### src/rtl/cv32e40p_apu_arbiter.sv
// Round-robin arbiter sharing one APU/FPU between NUM_CORES cores, with in-order result routing.
// Optional: define CV32E40P_APU_ARB_STALL_CNT_EN to add per-core saturating stall counters (stall_cnt_o).
module cv32e40p_apu_arbiter #(
    parameter int NUM_CORES        = 4,
    parameter int MAX_OUTSTANDING  = 4,
    parameter int APU_NARGS_CPU    = 3,
    parameter int APU_WOP_CPU      = 6,
    parameter int APU_NDSFLAGS_CPU = 15,
    parameter int APU_NUSFLAGS_CPU = 5
) (
    input  logic                                          clk_i,
    input  logic                                          rst_i,
    input  logic [NUM_CORES-1:0]                          core_req_i,
    output logic [NUM_CORES-1:0]                          core_gnt_o,
    input  logic [NUM_CORES-1:0][APU_NARGS_CPU-1:0][31:0] core_operands_i,
    input  logic [NUM_CORES-1:0][APU_WOP_CPU-1:0]         core_op_i,
    input  logic [NUM_CORES-1:0][APU_NDSFLAGS_CPU-1:0]    core_flags_i,
    output logic [NUM_CORES-1:0]                          core_rvalid_o,
    output logic [31:0]                                   core_result_o,
    output logic [APU_NUSFLAGS_CPU-1:0]                   core_rflags_o,
    output logic [NUM_CORES-1:0]                          core_busy_o,
    output logic                                          fpu_req_o,
    input  logic                                          fpu_gnt_i,
    output logic [APU_NARGS_CPU-1:0][31:0]                fpu_operands_o,
    output logic [APU_WOP_CPU-1:0]                        fpu_op_o,
    output logic [APU_NDSFLAGS_CPU-1:0]                   fpu_flags_o,
    input  logic                                          fpu_rvalid_i,
    input  logic [31:0]                                   fpu_result_i,
    input  logic [APU_NUSFLAGS_CPU-1:0]                   fpu_rflags_i,
    output logic                                          fpu_clk_en_o,
    output logic                                          err_o
`ifdef CV32E40P_APU_ARB_STALL_CNT_EN
    ,
    output logic [NUM_CORES-1:0][15:0]                    stall_cnt_o
`endif
);

    localparam int IDW = $clog2(NUM_CORES);
    localparam int IW1 = IDW + 1;
    localparam int PW  = (MAX_OUTSTANDING > 1) ? $clog2(MAX_OUTSTANDING) : 1;
    localparam int CW  = $clog2(MAX_OUTSTANDING + 1);

    typedef enum logic {S_IDLE, S_LOCKED} state_t;

    state_t                          r_state, w_state_nxt;
    logic [IDW-1:0]                  r_winner, r_rr_ptr;
    logic [IDW-1:0]                  w_rr_sel, w_sel, w_head;
    logic [IW1-1:0]                  w_idx;
    logic                            w_rr_found, w_valid, w_accept, w_pop, w_err_set;
    logic [IDW-1:0]                  r_fifo [MAX_OUTSTANDING];
    logic [PW-1:0]                   r_wr_ptr, r_rd_ptr;
    logic [CW-1:0]                   r_count;
    logic [NUM_CORES-1:0][CW-1:0]    r_inflight;
    logic                            r_err;

    // First requester at or after rr_ptr, searching circularly.
    always_comb begin
        w_rr_found = 1'b0;
        w_rr_sel   = r_rr_ptr;
        w_idx      = '0;
        for (int k = 0; k < NUM_CORES; k++) begin
            w_idx = {1'b0, r_rr_ptr} + IW1'(k);
            if (w_idx >= IW1'(NUM_CORES)) w_idx = w_idx - IW1'(NUM_CORES);
            if (!w_rr_found && core_req_i[w_idx[IDW-1:0]]) begin
                w_rr_found = 1'b1;
                w_rr_sel   = w_idx[IDW-1:0];
            end
        end
    end

    assign w_sel     = (r_state == S_LOCKED) ? r_winner : w_rr_sel;
    assign w_valid   = (r_state == S_LOCKED) ? core_req_i[r_winner] : w_rr_found;
    assign fpu_req_o = w_valid && (r_count < CW'(MAX_OUTSTANDING));
    assign w_accept  = fpu_req_o && fpu_gnt_i;
    assign w_head    = r_fifo[r_rd_ptr];
    assign w_pop     = fpu_rvalid_i && (r_count != '0);

    // A dropped request from the locked winner, or a response with nothing in flight.
    assign w_err_set = ((r_state == S_LOCKED) && !core_req_i[r_winner]) ||
                       (fpu_rvalid_i && (r_count == '0));

    always_comb begin
        w_state_nxt = r_state;
        case (r_state)
            S_IDLE:   if (fpu_req_o && !fpu_gnt_i) w_state_nxt = S_LOCKED;
            S_LOCKED: if (!core_req_i[r_winner] || fpu_gnt_i) w_state_nxt = S_IDLE;
            default:  w_state_nxt = S_IDLE;
        endcase
    end

    always_ff @(posedge clk_i or posedge rst_i) begin
        if (rst_i) begin
            r_state  <= S_IDLE;
            r_winner <= '0;
            r_rr_ptr <= '0;
            r_err    <= 1'b0;
        end else begin
            r_state <= w_state_nxt;
            r_err   <= r_err | w_err_set;
            if (r_state == S_IDLE && fpu_req_o && !fpu_gnt_i) r_winner <= w_sel;
            if (w_accept)
                r_rr_ptr <= (w_sel == IDW'(NUM_CORES - 1)) ? '0 : w_sel + 1'b1;
        end
    end

    always_ff @(posedge clk_i or posedge rst_i) begin
        if (rst_i) begin
            r_wr_ptr   <= '0;
            r_rd_ptr   <= '0;
            r_count    <= '0;
            r_inflight <= '0;
            for (int i = 0; i < MAX_OUTSTANDING; i++) r_fifo[i] <= '0;
        end else begin
            if (w_accept) begin
                r_fifo[r_wr_ptr] <= w_sel;
                r_wr_ptr <= (r_wr_ptr == PW'(MAX_OUTSTANDING - 1)) ? '0 : r_wr_ptr + 1'b1;
            end
            if (w_pop)
                r_rd_ptr <= (r_rd_ptr == PW'(MAX_OUTSTANDING - 1)) ? '0 : r_rd_ptr + 1'b1;
            case ({w_accept, w_pop})
                2'b10:   r_count <= r_count + 1'b1;
                2'b01:   r_count <= r_count - 1'b1;
                default: r_count <= r_count;
            endcase
            for (int i = 0; i < NUM_CORES; i++) begin
                case ({w_accept && (w_sel == IDW'(i)), w_pop && (w_head == IDW'(i))})
                    2'b10:   r_inflight[i] <= r_inflight[i] + 1'b1;
                    2'b01:   r_inflight[i] <= r_inflight[i] - 1'b1;
                    default: r_inflight[i] <= r_inflight[i];
                endcase
            end
        end
    end

    always_comb begin
        core_gnt_o    = '0;
        core_rvalid_o = '0;
        core_busy_o   = '0;
        if (w_accept) core_gnt_o[w_sel] = 1'b1;
        if (w_pop)    core_rvalid_o[w_head] = 1'b1;
        for (int i = 0; i < NUM_CORES; i++) core_busy_o[i] = (r_inflight[i] != '0);
    end

    // Payload is gated so an idle arbiter presents an all-zero request.
    assign fpu_operands_o = w_valid ? core_operands_i[w_sel] : '0;
    assign fpu_op_o       = w_valid ? core_op_i[w_sel]       : '0;
    assign fpu_flags_o    = w_valid ? core_flags_i[w_sel]    : '0;
    assign core_result_o  = fpu_result_i;
    assign core_rflags_o  = fpu_rflags_i;
    assign fpu_clk_en_o   = fpu_req_o | (r_count != '0);
    assign err_o          = r_err;

`ifdef CV32E40P_APU_ARB_STALL_CNT_EN
    logic [NUM_CORES-1:0][15:0] r_stall_cnt;

    always_ff @(posedge clk_i or posedge rst_i) begin
        if (rst_i) begin
            r_stall_cnt <= '0;
        end else begin
            for (int i = 0; i < NUM_CORES; i++)
                if (core_req_i[i] && !core_gnt_o[i] && (r_stall_cnt[i] != 16'hFFFF))
                    r_stall_cnt[i] <= r_stall_cnt[i] + 16'd1;
        end
    end

    assign stall_cnt_o = r_stall_cnt;
`endif

endmodule

### config.mk
export PLATFORM = sky130hd
export DESIGN_NAME = cv32e40p_apu_arbiter
export DESIGN_NICKNAME = d
export VERILOG_FILES = /design/src/rtl/cv32e40p_apu_arbiter.sv
export SDC_FILE = /design/constraint.sdc
export NUM_CORES = 1
export LEC_CHECK = 0
export BUFFER_PORTS_ARGS = -buffer_cell sky130_fd_sc_hd__buf_2
export CAP_MARGIN = 20
export CORE_AREA = 2 2 263 265
export CTS_CLUSTER_DIAMETER = 30
export DETAILED_ROUTE_END_ITERATION = 8
export DIE_AREA = 0 0 265 267
export GPL_ROUTABILITY_DRIVEN = 0
export HOLD_SLACK_MARGIN = 0.05
export RECOVER_POWER = 50
export SYNTH_ARGS = -nofsm -noshare
export SYNTH_HDL_FRONTEND = slang
export SYNTH_SLANG_ARGS = --single-unit
### constraint.sdc
create_clock -name clk_i -period 5.2 [get_ports clk_i]
set_input_delay 0.26 -clock clk_i [delete_from_list [all_inputs] [get_ports clk_i]]
set_output_delay 0.26 -clock clk_i [all_outputs]
set_load 0.005 [all_outputs]
* Yosys cells after proc, flatten, opt, wreduce, memory -nomap -nowiden *
Cells that the tools add are included.

operators by class
  add/subtract/negate cells = 20
  multipliers = 0
  div/mod/pow operators = 0
  $lt $le $gt $ge = 17
  equality and inequality tests = 18
  shifts and indexed selects = 0
  multiplexer cells = 56
  bitwise operators = 5
  reductions and logical operators = 42

operator list
  operator                                                                      count
  96-bit binary-select mux with 2-bit select                                    1
  96-bit 2-to-1 mux                                                             2
  15-bit binary-select mux with 2-bit select                                    1
  15-bit 2-to-1 mux                                                             2
  2-bit 2-to-1 mux                                                              15
  3-bit case mux with 2 select lines                                            5
  2-bit == test, second input constant                                          11
  1-bit logical AND                                                             22
  2-bit by 3-bit less-than comparator with 1-bit output, second input constant  7
  3-bit by 1-bit adder with 3-bit output, second input constant                 5
  3-bit >= comparator, second input constant                                    5
  3-bit nonzero test                                                            5
  3-bit by 1-bit subtractor with 3-bit output, second input constant            5
  2-bit by 1-bit == test with 1-bit output, second input constant               7
  1-bit 2-to-1 mux                                                              14
  6-bit binary-select mux with 2-bit select                                     1
  6-bit 2-to-1 mux                                                              2
  1-bit binary-select mux with 2-bit select                                     5
  2-bit nonzero test                                                            5
  8-bit bitwise mux                                                             1
  4-bit 2-to-1 mux                                                              2
  2-bit by 1-bit subtractor with 2-bit output, second input constant            4
  2-bit by 1-bit adder with 2-bit output, second input constant                 3
  2-bit by 2-bit adder with 3-bit output, second input constant                 2
  16 further kinds                                                              26

storage, ports and cells
  flip-flop bits (word level) = 33
  latch bits = 0
  bits in writable memories = 0
  bits in read-only memories = 0
  input port bits = 513
  output and inout bits = 169
  word-level logic and storage cells = 173
  memories kept = 0

* Logic depth before layout (Yosys ltp) *
  depth in word-level cells = 20
  mapped depth = 13
  depth with buffers taken out = 12

* Least setup slack after synthesis *
Ideal clock, no wire load.

  path kind = register -> register
  start point = reg r_rr_ptr[1]
  end point = reg r_inflight[2] (netlist name)
  library setup time = 0.125 ns
  arrival = 2.546 ns
  required time = 5.075 ns
  setup slack = 2.529 ns
  stages on the path, launching flop included = 14
  buffers on the path = 1
  period minus slack after synthesis = 2.671 ns
  path through = dfrtp_1 > or3b_1 > o2111a_1 > nor2_2 > a21boi_2 > clkinv_2 > buf_2 > nor3_1 > inv_1 > ha_1 > fa_1 > xnor2_1 > nor2_1 > xor2_1

on the way
  word-level cells in the longest chain between the ends = 20
  elaborated cells on any way between the ends = 47
  classes of those cells = add/sub: 7; order compare: 4; eq/ne: 2; mux: 23; reduce/logical: 11

RTL lines
  what                                                                             line  RTL
  start: declaration                                                               46    logic [IDW-1:0] r_winner, r_rr_ptr;
  start signal: assignment                                                         102   r_rr_ptr <= (w_sel == IDW'(NUM_CORES - 1)) ? '0 : w_sel + 1'b1;
  branches (longest 17 deep; another with 2-bit by 1-bit adder with 3-bit output)  --
  1-bit logical AND *                                                              126   case ({w_accept && (w_sel == IDW'(i)), w_pop && (w_head == IDW'(i))})
  2-bit by 1-bit == test with 1-bit output or 2-bit == test (tied branches)        126
  3-bit case mux with 2 select lines or 2-bit nonzero test (tied branches)         --
  end signal: indexed assignment                                                   127   2'b10: r_inflight[i] <= r_inflight[i] + 1'b1;
  end signal: indexed assignment                                                   128   2'b01: r_inflight[i] <= r_inflight[i] - 1'b1;
  end signal: indexed assignment                                                   129   default: r_inflight[i] <= r_inflight[i];
  end: declaration                                                                 53    logic [NUM_CORES-1:0][CW-1:0] r_inflight;

Mark *: on every way between the ends. The select of a mux whose other input is x is not followed.
A chain may end at the register's enable or synchronous reset.

==> flow_summary.ini <==
[run_status]
status = finished, violations left
violations = capacitance limit, slew limit

[detailed_routing]
ant_nets = 0
drc = 0
routedWlPerCell_um = 19.15
drt-total-wl_um = 39200
viasPerCell = 3.493
num_vias = 7150
dr.pass1.iters = 5
first_iter_violations = 377

[global_routing]
grt_max_degree = 65
grt_pass1_vias = 6427
gr-total-overflow = 0
grtUsageTotal_pct = 10.01
antenna_found_initial = 28
grt_first_pass_wirelength_um = 49540

[logic_synthesis]
ys_ff_latch = 33
netlist_top_cells_count = mux2i_1, o22ai_1, buf_4, dfrtp_1, buf_6
synth-edff-count = 0
yosysTopAreaCell = mux2i_1
synth_cell_types = 45
syn_area_um2 = 5673
synth_most_common_cell = mux2i_1
synth-seq-area-share_pct = 14.56
syn_nets = 1143
synth_area_leaders = mux2i_1, dfrtp_1, o22ai_1, buf_4, buf_6
syn_avg_cell_area_um2 = 9.239
netlist_instances = 614
synth_top_area_share_pct = 41.46
yosys_warnings = 0
synth-main-ff-cell = dfrtp_1
async_flop_share_pct = 100.0

[power]
ir_drop_uv = 289.3
power.leakage_uw = 0.004672
pwr_density_cell_nw_per_um2 = 535.0

[sta]
hold_viol = 0
rsz0062_at_grt = no
max_freq_ghz = 0.2389
slew_violations = 88
finClkSkew_ns = 0.002798
fin_setup_tns_ns = 0
finalSetupViolCount = 0
holdWs_ns = 0.1735
slew_headroom_pct = -44.27
period_needed_ns = 4.186
period_share_pct = 80.51
worst_slew_pin_slew_ns = 2.164

[critical_path]
worstSetupPathType = flip-flop to output pin
critPathBufInv = 2
endpoint_kind = output pin
path_delay_family = compound AO/OA/AOI/OAI gates
worst_setup_path_start_kind = flip-flop
cpPeakStageDelay_ns = 1.59
worstPathCellList = mux4_2 -> nand2_1 -> o22a_1 -> buf_12 -> o22ai_1 -> buf_2
cp.required_ns = 4.94
critical-path-slowest-cell = o22a_1
path_max_fanout = 64
crit_arrival_ns = 3.93

[min_path]
hp-class = primary input to flip-flop

[floorplan]
start_util_pct = 8.344
core-area_um2 = 67990
die_h_um = 267
dieArea_um2 = 70760
io_pins = 682
rows = 96
die_w_um = 265

[clocking]
htree_num_levels = 2
cts_root_buf = clkbuf_16
clk_pin_slew_worst_paths_ns = 0.05
cts_tree = yes
clk_latency_ns = 0.28
clock_path_buffers = 2
hold_buffers = 0
cts_buffers = 5
cts.sinks = 33
post-cts-setup-buffer-count = 0
cts_repair_resize_count = 0

[cells_and_area]
multi_input_area_um2 = 4115
layout-drive-gt1-share_pct = 54.70
utilization_pct = 13.84
area_delta_synth_final_pct = 65.86
seq_area_um2 = 825.8
final_nets = 1676
layoutNonFillerInstCount = 2047
nFillCells = 7807
design_area_um2 = 9409

[place]
place_area_um2 = 9260
portBuffers = 607
dp_hpwl_um = 34820
dpl.cell_count = 2022

[flow_run]
cap_viol_max_count = 2
-- final cells by class --
class	instances	area share, %
diodes	17	0.4521
clock buffers	5	1.330
clock inverters	3	0.1862
inverters	15	0.7314
multi-input cells	476	43.74
flip-flops and latches	33	8.777
well taps	882	11.73
repair buffers	616	33.06
-- logic make-up (layout without fill, tap and decap cells) --
group	count (synthesis)	in the layout	synth area share, %
compound gates	134	134	15.39
xor+xnor	15	15	2.316
fa+ha+maj	16	16	4.191
buf+inv	105	639	12.77
flops	33	33	14.56
mux	253	253	45.63
other cells	0	17	0
simple gates	58	58	5.139
-- metrics by stage --
step                power (uW)  setup slack, ns
detailed placement        4866            1.633
global route              5456           0.7938
floorplan                 3170            2.529
global placement          4819            1.722
CTS                       5161            1.376
finish                    5034            1.014
-- routing by layer --
metal / track usage (%) / vias up / wire, um
li1: - / 3400 / -
met1: 12.01 / 3184 / 16200
met2: 15.06 / 479 / 16580
met3: 5.554 / 73 / 4971
met4: 3.100 / 14 / 1297
met5: 0.8316 / - / 163
-- cells in the final DEF (no fill, tap or decap), types with 2 or more instances in the layout --
master	count
ha_1	11
nand2_1	19
o22ai_1	117
and2_0	2
xnor2_1	9
buf_2	593
buf_12	2
clkinv_2	2
dfrtp_1	33
buf_4	6
nor2_1	10
inv_1	13
diode_2	17
nor3_1	7
mux2_2	9
clkbuf_1	14
a21oi_1	4
mux4_2	3
xor2_1	6
a21o_1	2
mux2_1	6
or3_1	5
and3_1	2
nand2b_1	6
o21ai_0	2
mux2i_1	235
fa_1	5
clkbuf_16	5
-- worst paths after layout --
path                       slack [ns]  cells past startpoint     startpoint                 end
max in group asynchronous        3.57                      3          rst_i         r_rr_ptr[1]
max                              1.01                      6    r_winner[0]  fpu_operands_o[73]
min reg2reg                      0.46                      1  r_inflight[2]       r_inflight[2]
min                              0.17                      2      fpu_gnt_i             r_state
min in group asynchronous        0.61                      3          rst_i       r_inflight[6]
max reg2reg                      1.84                     11    r_winner[0]       r_inflight[2]
-- power by group --
part           internal, uW  switching [uW]
Sequential              386             122
Combinational          1800            2440
Clock                   175             109
Total                  2360            2670
-- registers in the layout, summed over array words and instances, names as in the netlist --
| register | flops |
|---|---|
| r_rr_ptr | 2 |
| r_rd_ptr | 2 |
| r_winner | 2 |
| r_count | 3 |
| r_fifo | 8 |
| r_state | 1 |
| err_o | 1 |
| r_wr_ptr | 2 |
| r_inflight | 12 |
-- worst reg2reg max path, delay by kind of cell, from the launching register on --
family	cells	cell delay (ns)
and+or+nand+nor	3	0.98
adders and majority gates	2	0.63
muxes	2	0.57
DFF	1	0.44
buffers and inverters	2	0.37
xor gates and xnor gates	2	0.29
Note: power is estimated with default switching activity, not from simulation.
